## config.mk

```make
export PLATFORM = sky130hd
export DESIGN_NAME = fetch_queue_unit_flat
export DESIGN_NICKNAME = d
export VERILOG_FILES = /design/src/rtl/fetch_queue_unit_if.sv /design/src/rtl/fetch_queue_unit.sv /design/src/flat_wrapper.sv
export SDC_FILE = /design/constraint.sdc
export NUM_CORES = 1
export LEC_CHECK = 0
export CAP_MARGIN = 20
export CORE_ASPECT_RATIO = 1.1
export CORE_MARGIN = 10
export CORE_UTILIZATION = 51
export CTS_CLUSTER_DIAMETER = 50
export CTS_CLUSTER_SIZE = 14
export DETAILED_ROUTE_END_ITERATION = 10
export PLACE_DENSITY = 0.77
export SYNTH_ARGS = -nofsm -noshare
export SYNTH_HDL_FRONTEND = slang
export SYNTH_SLANG_ARGS = --single-unit
```

## constraint.sdc

```tcl
create_clock -name clk -period 5 [get_ports clk]
set_input_delay 1 -clock clk [delete_from_list [all_inputs] [get_ports clk]]
set_output_delay 1 -clock clk [all_outputs]
set_load 0.005 [all_outputs]
```

## src/rtl/fetch_queue_unit_if.sv

```systemverilog
// Bundle of the fetch unit's memory-port, redirect and decode-side signals.
// The master modport is the fetch unit's view; the slave modport is its environment.
interface fetch_queue_unit_if #(
    parameter int width = 32
);
    logic             imem_read;
    logic [width-1:0] imem_address;
    logic             imem_resp;
    logic [width-1:0] imem_rdata;
    logic             redirect;
    logic [width-1:0] redirect_pc;
    logic             deq;
    logic             valid;
    logic [width-1:0] instruction;
    logic [width-1:0] pc;

    modport master (
        output imem_read, imem_address, valid, instruction, pc,
        input  imem_resp, imem_rdata, redirect, redirect_pc, deq
    );

    modport slave (
        input  imem_read, imem_address, valid, instruction, pc,
        output imem_resp, imem_rdata, redirect, redirect_pc, deq
    );
endinterface

```

## src/rtl/fetch_queue_unit.sv

```systemverilog
// Sequential (predict-not-taken) instruction fetcher with a single outstanding
// memory read, a circular {instruction, pc} queue and redirect-driven flushing.
module fetch_queue_unit #(
    parameter int               width    = 32,
    parameter int               DEPTH    = 4,
    parameter logic [width-1:0] RESET_PC = 32'h00000060
) (
    input logic                clk,
    input logic                rst,
    fetch_queue_unit_if.master bus
);
    localparam int AW = (DEPTH > 1) ? $clog2(DEPTH) : 1;
    localparam int CW = $clog2(DEPTH) + 1;
    localparam logic [CW-1:0] FULL = CW'(DEPTH);

    // DISCARD waits out the response of a read that a redirect made stale.
    typedef enum logic [1:0] {IDLE, REQ, DISCARD} state_t;

    state_t           r_state;
    state_t           w_stateNext;
    logic [width-1:0] r_fetchPc;
    logic [width-1:0] w_fetchPcNext;
    logic [CW-1:0]    r_count;
    logic [CW-1:0]    w_countNext;
    logic [AW-1:0]    r_head;
    logic [AW-1:0]    r_tail;
    logic [width-1:0] r_instrMem [DEPTH];
    logic [width-1:0] r_pcMem    [DEPTH];
    logic             w_enq;
    logic             w_deq;

    assign w_enq = (r_state == REQ) && bus.imem_resp && !bus.redirect;
    assign w_deq = bus.deq && (r_count != '0) && !bus.redirect;

    always_comb begin
        w_countNext = r_count;
        if (w_enq && !w_deq) begin
            w_countNext = r_count + CW'(1);
        end else if (!w_enq && w_deq) begin
            w_countNext = r_count - CW'(1);
        end
    end

    always_comb begin
        w_stateNext   = r_state;
        w_fetchPcNext = r_fetchPc;
        if (bus.redirect) begin
            w_fetchPcNext = bus.redirect_pc;
        end else if (w_enq) begin
            w_fetchPcNext = r_fetchPc + width'(4);
        end
        unique case (r_state)
            IDLE: begin
                if (!bus.redirect && (r_count < FULL)) w_stateNext = REQ;
            end
            REQ: begin
                // A response coinciding with a redirect closes the read, so no DISCARD.
                if (bus.redirect) begin
                    w_stateNext = bus.imem_resp ? IDLE : DISCARD;
                end else if (bus.imem_resp) begin
                    w_stateNext = (w_countNext < FULL) ? REQ : IDLE;
                end
            end
            DISCARD: begin
                if (bus.imem_resp) w_stateNext = IDLE;
            end
            default: w_stateNext = IDLE;
        endcase
    end

    always_ff @(posedge clk) begin
        if (rst) begin
            r_state   <= IDLE;
            r_fetchPc <= RESET_PC;
            r_count   <= '0;
            r_head    <= '0;
            r_tail    <= '0;
            for (int i = 0; i < DEPTH; i++) begin
                r_instrMem[i] <= '0;
                r_pcMem[i]    <= '0;
            end
        end else begin
            r_state   <= w_stateNext;
            r_fetchPc <= w_fetchPcNext;
            if (bus.redirect) begin
                r_count <= '0;
                r_head  <= '0;
                r_tail  <= '0;
            end else begin
                r_count <= w_countNext;
                if (w_enq) begin
                    r_instrMem[r_tail] <= bus.imem_rdata;
                    r_pcMem[r_tail]    <= r_fetchPc;
                    r_tail             <= r_tail + AW'(1);
                end
                if (w_deq) begin
                    r_head <= r_head + AW'(1);
                end
            end
        end
    end

    assign bus.imem_read    = (r_state == REQ);
    assign bus.imem_address = r_fetchPc;
    assign bus.valid        = (r_count != '0);
    assign bus.instruction  = r_instrMem[r_head];
    assign bus.pc           = r_pcMem[r_head];
endmodule

```

## src/flat_wrapper.sv

```systemverilog
// flat-port wrapper written by rule: the top's interface ports become plain ports
module fetch_queue_unit_flat 
#(
    parameter int               width    = 32,
    parameter int               DEPTH    = 4,
    parameter logic [width-1:0] RESET_PC = 32'h00000060
)
  (clk, rst, bus_imem_read, bus_imem_address, bus_valid, bus_instruction, bus_pc, bus_imem_resp, bus_imem_rdata, bus_redirect, bus_redirect_pc, bus_deq);
  fetch_queue_unit_if #(.width(width)) bus_i ();
  input logic clk;
  input logic rst;
  output wire logic [$bits(bus_i.imem_read)-1:0] bus_imem_read;
  output wire logic [$bits(bus_i.imem_address)-1:0] bus_imem_address;
  output wire logic [$bits(bus_i.valid)-1:0] bus_valid;
  output wire logic [$bits(bus_i.instruction)-1:0] bus_instruction;
  output wire logic [$bits(bus_i.pc)-1:0] bus_pc;
  input wire logic [$bits(bus_i.imem_resp)-1:0] bus_imem_resp;
  input wire logic [$bits(bus_i.imem_rdata)-1:0] bus_imem_rdata;
  input wire logic [$bits(bus_i.redirect)-1:0] bus_redirect;
  input wire logic [$bits(bus_i.redirect_pc)-1:0] bus_redirect_pc;
  input wire logic [$bits(bus_i.deq)-1:0] bus_deq;
  assign bus_imem_read = bus_i.imem_read;
  assign bus_imem_address = bus_i.imem_address;
  assign bus_valid = bus_i.valid;
  assign bus_instruction = bus_i.instruction;
  assign bus_pc = bus_i.pc;
  assign bus_i.imem_resp = bus_imem_resp;
  assign bus_i.imem_rdata = bus_imem_rdata;
  assign bus_i.redirect = bus_redirect;
  assign bus_i.redirect_pc = bus_redirect_pc;
  assign bus_i.deq = bus_deq;
  fetch_queue_unit #(.width(width), .DEPTH(DEPTH), .RESET_PC(RESET_PC)) u_core (.clk(clk), .rst(rst), .bus(bus_i));
endmodule
```

==> Yosys cells after proc, flatten, opt, wreduce, memory -nomap -nowiden <==
Memory sizes are Yosys's and may differ from the RTL's. A register that Yosys moved wholly into a read port is not among the register bits.
Cells that the tools add are included.
Widths: inputs -> output; s select.
{ "totals": {"n_memories": 2, "ramBits": 256, "out_inout_bits": 98, "ff_bits": 41, "elab_cells": 63} }
{ "op_classes": {"n_lt_le_gt_ge": 2, "addsub": 5, "n_eq_ne": 5, "n_reduce_logical": 17, "muxes": 27} }
{ "memory_table": {"columns": ["memory", "words", "width", "rd", "rd_clocked_by_memory_dff", "wr", "line_no", "source"], "rows": [
  ["u_core.r_instrMem", 4, 32, 1, 1, 4, "fetch_queue_unit.sv:27", "logic [width-1:0] r_instrMem [DEPTH];"],
  ["u_core.r_pcMem", 4, 32, 1, 1, 4, "fetch_queue_unit.sv:28", "logic [width-1:0] r_pcMem [DEPTH];"]
]} }
{ "op_table": {"columns": ["cell", "n"], "rows": [
  ["$mux 32", 4],
  ["$reduce_or 32->1", 2],
  ["$add 32x3->32 const B", 1],
  ["$mux 2", 11],
  ["$mux 1", 9],
  ["$logic_and 1x1->1", 7],
  ["$lt 3x3->1 const B", 2],
  ["$mux 3", 2],
  ["$pmux 2 s3", 1],
  ["$add 2x1->2 const B", 2],
  ["$add 3x1->3 const B", 1],
  ["$logic_not 1->1", 3],
  ["$ne 3x1->1 const B", 1],
  ["$reduce_and 3->1", 1],
  ["$reduce_bool 3->1", 1],
  ["$sub 3x1->3 const B", 1],
  ["$eq 2x1->1 const B", 1],
  ["$eq 2x2->1 const B", 1],
  ["$logic_not 2->1", 1],
  ["$ne 2x1->1 const B", 1],
  ["$ne 2x2->1 const B", 1],
  ["$reduce_bool 2->1", 1],
  ["$reduce_or 2->1", 1]
]} }

==> Logic depth before layout (Yosys ltp) <==
{ "logic_depth": {"word_depth": 12, "depth_mapped": 10} }

==> Worst setup path before layout <==
Ideal clock, no wire load.
{ "synth_timing": {"path_type": "input -> register", "startpoint": "input port bus_imem_resp", "endpoint": "memory u_core.r_instrMem[1][0], enable pin", "required_ps": 4501, "n_path_buf": 0, "slack_ps": -199, "t_arrival_ps": 4699, "path_stages": 3, "setup_ps": 499, "path_cell_list": "nor4bb_1 nand2_1 o21bai_1"} }
{ "synth_lines": {"columns": ["item", "line_no", "source"], "rows": [
  ["start, declared", "flat_wrapper.sv:17", "input wire logic [$bits(bus_i.imem_resp)-1:0] bus_imem_resp;"],
  ["end, declared", "fetch_queue_unit.sv:27", null]
]} }

==> results.txt <==
Leaving out fill and tap cells, the most frequent cell in the layout is edfxtp_1. Measured along the y axis, the die boundary spans 191.8 µm. The capturing element type of the critical path is a primary output. The clock power share came out at 40.4%. For this design, the CTS-stage hold fixing added 0 buffers. The via density per instance is 5.776. The clock transition at the register clock pins on the worst setup and hold paths after CTS came out at 0.06 ns. By startpoint and endpoint, the worst setup path is classified as reg2out. TritonCTS built the clock tree. The fraction of power consumed by sequential logic is 52.8%. The transition time at the pin with the least slew margin is 1.111 ns. The number of buffers created by CTS is 29. The number of resized instances in the post-cts repair step is 0. The mean instance size in the synthesized netlist came out at 14.43 µm². Of the total synthesized cell area, the portion taken by AND, OR, NAND and NOR gates is 18.96%. The power dissipated by switching net loads is 1.195 mW. The total wirelength of the detailed-routed design came out at 33.05 mm. In this run the tool buffered the top-level ports with 166 buffer cells. The die width is 176.2 µm. STA classifies the critical path startpoint as a flop.

The fill cell total of the finished layout is 1,945. The number of clock sinks came out at 299. The cell count after placement came out at 1,408. The number of hold violations in the final report is 0. The maximum achievable frequency came out at 276.8 MHz. The final period demand of the worst path is 3.613 ns. The initial antenna violation count came to 0. At the end of routability-driven placement, the weighted congestion stood at 0.8590. The clock reaches the later pin of the worst-skew pair after 0.55 ns. The power density normalized to cell area is 327.8 nW/µm². The largest incremental delay on the critical path is 0.63 ns. The core outline area is 26,300 µm². For this design the static power due to leakage is 6.017 nW. The tree is rooted in a clkbuf_16.

In the synthesized netlist the async set-or-reset flop fraction comes to 0%. The post-synth net total came out at 1,023. The library cells used most frequently in the layout, excluding fill and tap cells, are 256 x edfxtp_1, 186 x and2_1, 165 x clkdlybuf4s50_1, 65 x and3_1, 64 x mux4_2.

The final core utilization is 63.01%. The main combinational cell family by area after synthesis is simple AND/OR/NAND/NOR gates. The area occupied by multi-input gates is 4752 µm².

The worst setup skew after layout came out at 0.01948 ns. The dominant delay contributor by cell family on the critical path is buffers and inverters. The residual DRC count came out at 0. Once the floorplan was initialized, standard cells occupied 52.03% of the core.

The routed layout has 8,451 vias. The final total negative setup slack is 0 ns. The adder-cell area share of the yosys netlist is 0.5486%. The total iterations of the first detailed-routing run is 4. The xor and xnor fraction of the mapped netlist area came out at 0.8321%. For this run, the total global-route usage over all layers was measured as 19.57%. The post-CTS repair timing setup buffer count came out at 0. The gate count of the mapped netlist came out at 948. The count of antenna diodes in the layout is 0. Setup repair after global routing left no endpoint under its margin. The floorplan die area came out at 33,790 µm². The maximum number of pins on one net before global-route repair is 75. The overall overflow remaining after global route is 0. The cell area after technology mapping is 13,680 µm². The maximum clock path buffer count is 3. The first global-routing pass estimated 52.04 mm of wire. The data arrival time of the critical path is 2.61 ns. The count of antenna-violating nets left after detailed routing came out at 0. The number of library cell types mapped by synthesis came out at 69. The number of cells in the finished layout apart from fillers is 1,463. The total setup violations reported at the end of the flow is 0. The total power of the final layout came out at 5.432 mW. The fraction of final layout cells sized beyond drive strength 1 came out at 14.22%. The logic gate share of total power came out at 6.7%.

The switching part of the total power came out at 22.00%. The first-iteration detailed-routing DRC count is 822. The master of the slowest instance on the critical path is mux4_2. The half-perimeter wire length after detailed placement came out at 19.73 mm. The count of boundary I/O pins came out at 167.

Summing the areas of all compound-gate instances in the mapped netlist gives 3.338% of the synthesized area. The number of max-slew violations in the final report came out at 0. The worst pin sits at a relative slew slack of 25.96%.

The H-tree depth came out at 1. The number of standard-cell rows in the floorplan is 62. The data required time at the worst endpoint is 4.00 ns. Max-cap violations in this run came to 0. The flow ran to the end, and the final reports show no timing, DRC or antenna violations. The worst hold-check path type is reg2reg. The sequential cell area in the final layout came out at 8556 µm². The number of buffers and inverters on the critical path is 2. The number of synthesized flops with an enable pin came out at 256. The maximum resistive drop on vdd came out at 250.7 µV. The via count of the first global-routing pass came out at 8,903. Measured against the total synthesized area, the mux share comes to 10.68%. The net count of the finished layout is 1,163. In the final routed layout, each cell accounts on average for 22.59 µm. The flop and latch count out of synthesis came out at 299.

Sequential elements use 62.47% of the synthesized area. The critical path goes through buf_12 -> mux4_2 -> clkdlybuf4s50_1. The area growth from synthesis to layout is 21.10%. The maximum fanout along the worst path is 55. The worst-case hold slack came out at 0.5177 ns. Among all flip-flop cells after synthesis, the most frequent one is edfxtp_1. The total internal power is 4.237 mW.

The portion of the clock cycle consumed by the worst path in the final layout is 72.26%. The number of warnings issued by yosys is 0.
==> layout make-up <==
type / count / share of cell area (%)
clock buffer: 43 / 4.946
clock inverter: 11 / 0.8004
sequential: 299 / 51.63
tap: 352 / 2.658
multi-input combinational: 563 / 28.68
inverter: 13 / 0.2945
timing repair buffer: 182 / 10.99
==> through the flow <==
stage	cell area (µm²)	worst slack (ns)
final	16570	1.387
after global routing	16570	1.214
after CTS	16540	1.296
after detailed placement	15590	1.474
after global placement	15590	1.492
after floorplan	13690	1.150
==> sequential cells by signal, summed over array words and instances (netlist names), named ones only <==
signal / cells
u_core.bus.imem_address: 32
u_core.r_count: 3
u_core.r_head: 2
u_core.r_instrMem: 128
u_core.r_pcMem: 128
u_core.r_state: 2
u_core.r_tail: 2
==> path summary, 6_finish.rpt <==
check | startpoint | end | slack [ns] | cells past startpoint
worst min register to register | u_core.r_count[0]$_SDFFE_PP0P_ | u_core.r_count[0]$_SDFFE_PP0P_ | 0.52 | 2
worst max register to register | u_core.r_state[0]$_SDFFE_PP0P_ | u_core.bus.imem_address[18]$_SDFFE_PP0N_ | 2.65 | 5
worst min-delay path | u_core.r_count[0]$_SDFFE_PP0P_ | u_core.r_count[0]$_SDFFE_PP0P_ | 0.52 | 2
worst max-delay path | flop | bus_pc[6] | 1.39 | 3
==> logic make-up after synthesis <==
| kind of cell | count (synthesis) |
|---|---|
| compound gates | 61 |
| fa+ha+maj | 6 |
| simple gates | 417 |
| xor+xnor | 13 |
| buf+inv | 86 |
| mux | 66 |
| flops | 299 |
==> worst reg2reg max path: stages (launching register included) <==
cell and delay, ns:
dfxtp_1 0.40, and3b_2 0.23, buf_4 0.65, nand3_1 0.34
o31a_2 0.42, o31a_1 0.23
==> power by group through the flow <==
stage          Clock, mW  Sequential, mW  Combinational (mW)
3_5_place_dp           0            2.92               0.367
3_3_place_gp           0            2.92               0.364
2_1_floorplan          0            2.89               0.167
4_1_cts             2.22            2.87               0.369
6_report            2.20            2.87               0.365
5_1_grt             2.32            2.88               0.395
==> metal layers <==
metal / routed length [µm] / track usage (%) / up-vias / share of wire (%)
met5: 0 / 0 / - / 0
met4: 412 / 3.948 / 0 / 1.2
met3: 2768 / 4.459 / 37 / 8.4
met2: 16000 / 32.45 / 325 / 48
met1: 13870 / 26.00 / 4241 / 42
li1: - / - / 3848 / -
==> cells in the mapped netlist (all sizes together), types with 3 or more instances <==
cell,n,area (µm²)
xnor2,6,52.55
nor3,17,100.1
xor2,7,61.31
buf,20,111.4
nor3b,7,57.55
and2,189,1186
dfxtp,43,860.8
inv,13,48.80
a21oi,11,55.05
o21bai,5,37.54
clkbuf,53,272.8
and3,66,414.2
a311oi,3,26.28
nand3b,3,22.52
ha,6,75.07
o21ai,6,30.02
nand2,24,92.59
edfxtp,256,7687
mux4,64,1441
nor4,14,117.6
nand3,19,120.1
nor2,38,150.1
o31a,4,36.29
a2111oi,5,62.56
and4,13,118.9
nand4,10,75.07
or4,3,26.27
a211oi,13,97.59
Power figures use the tool's default switching activity.
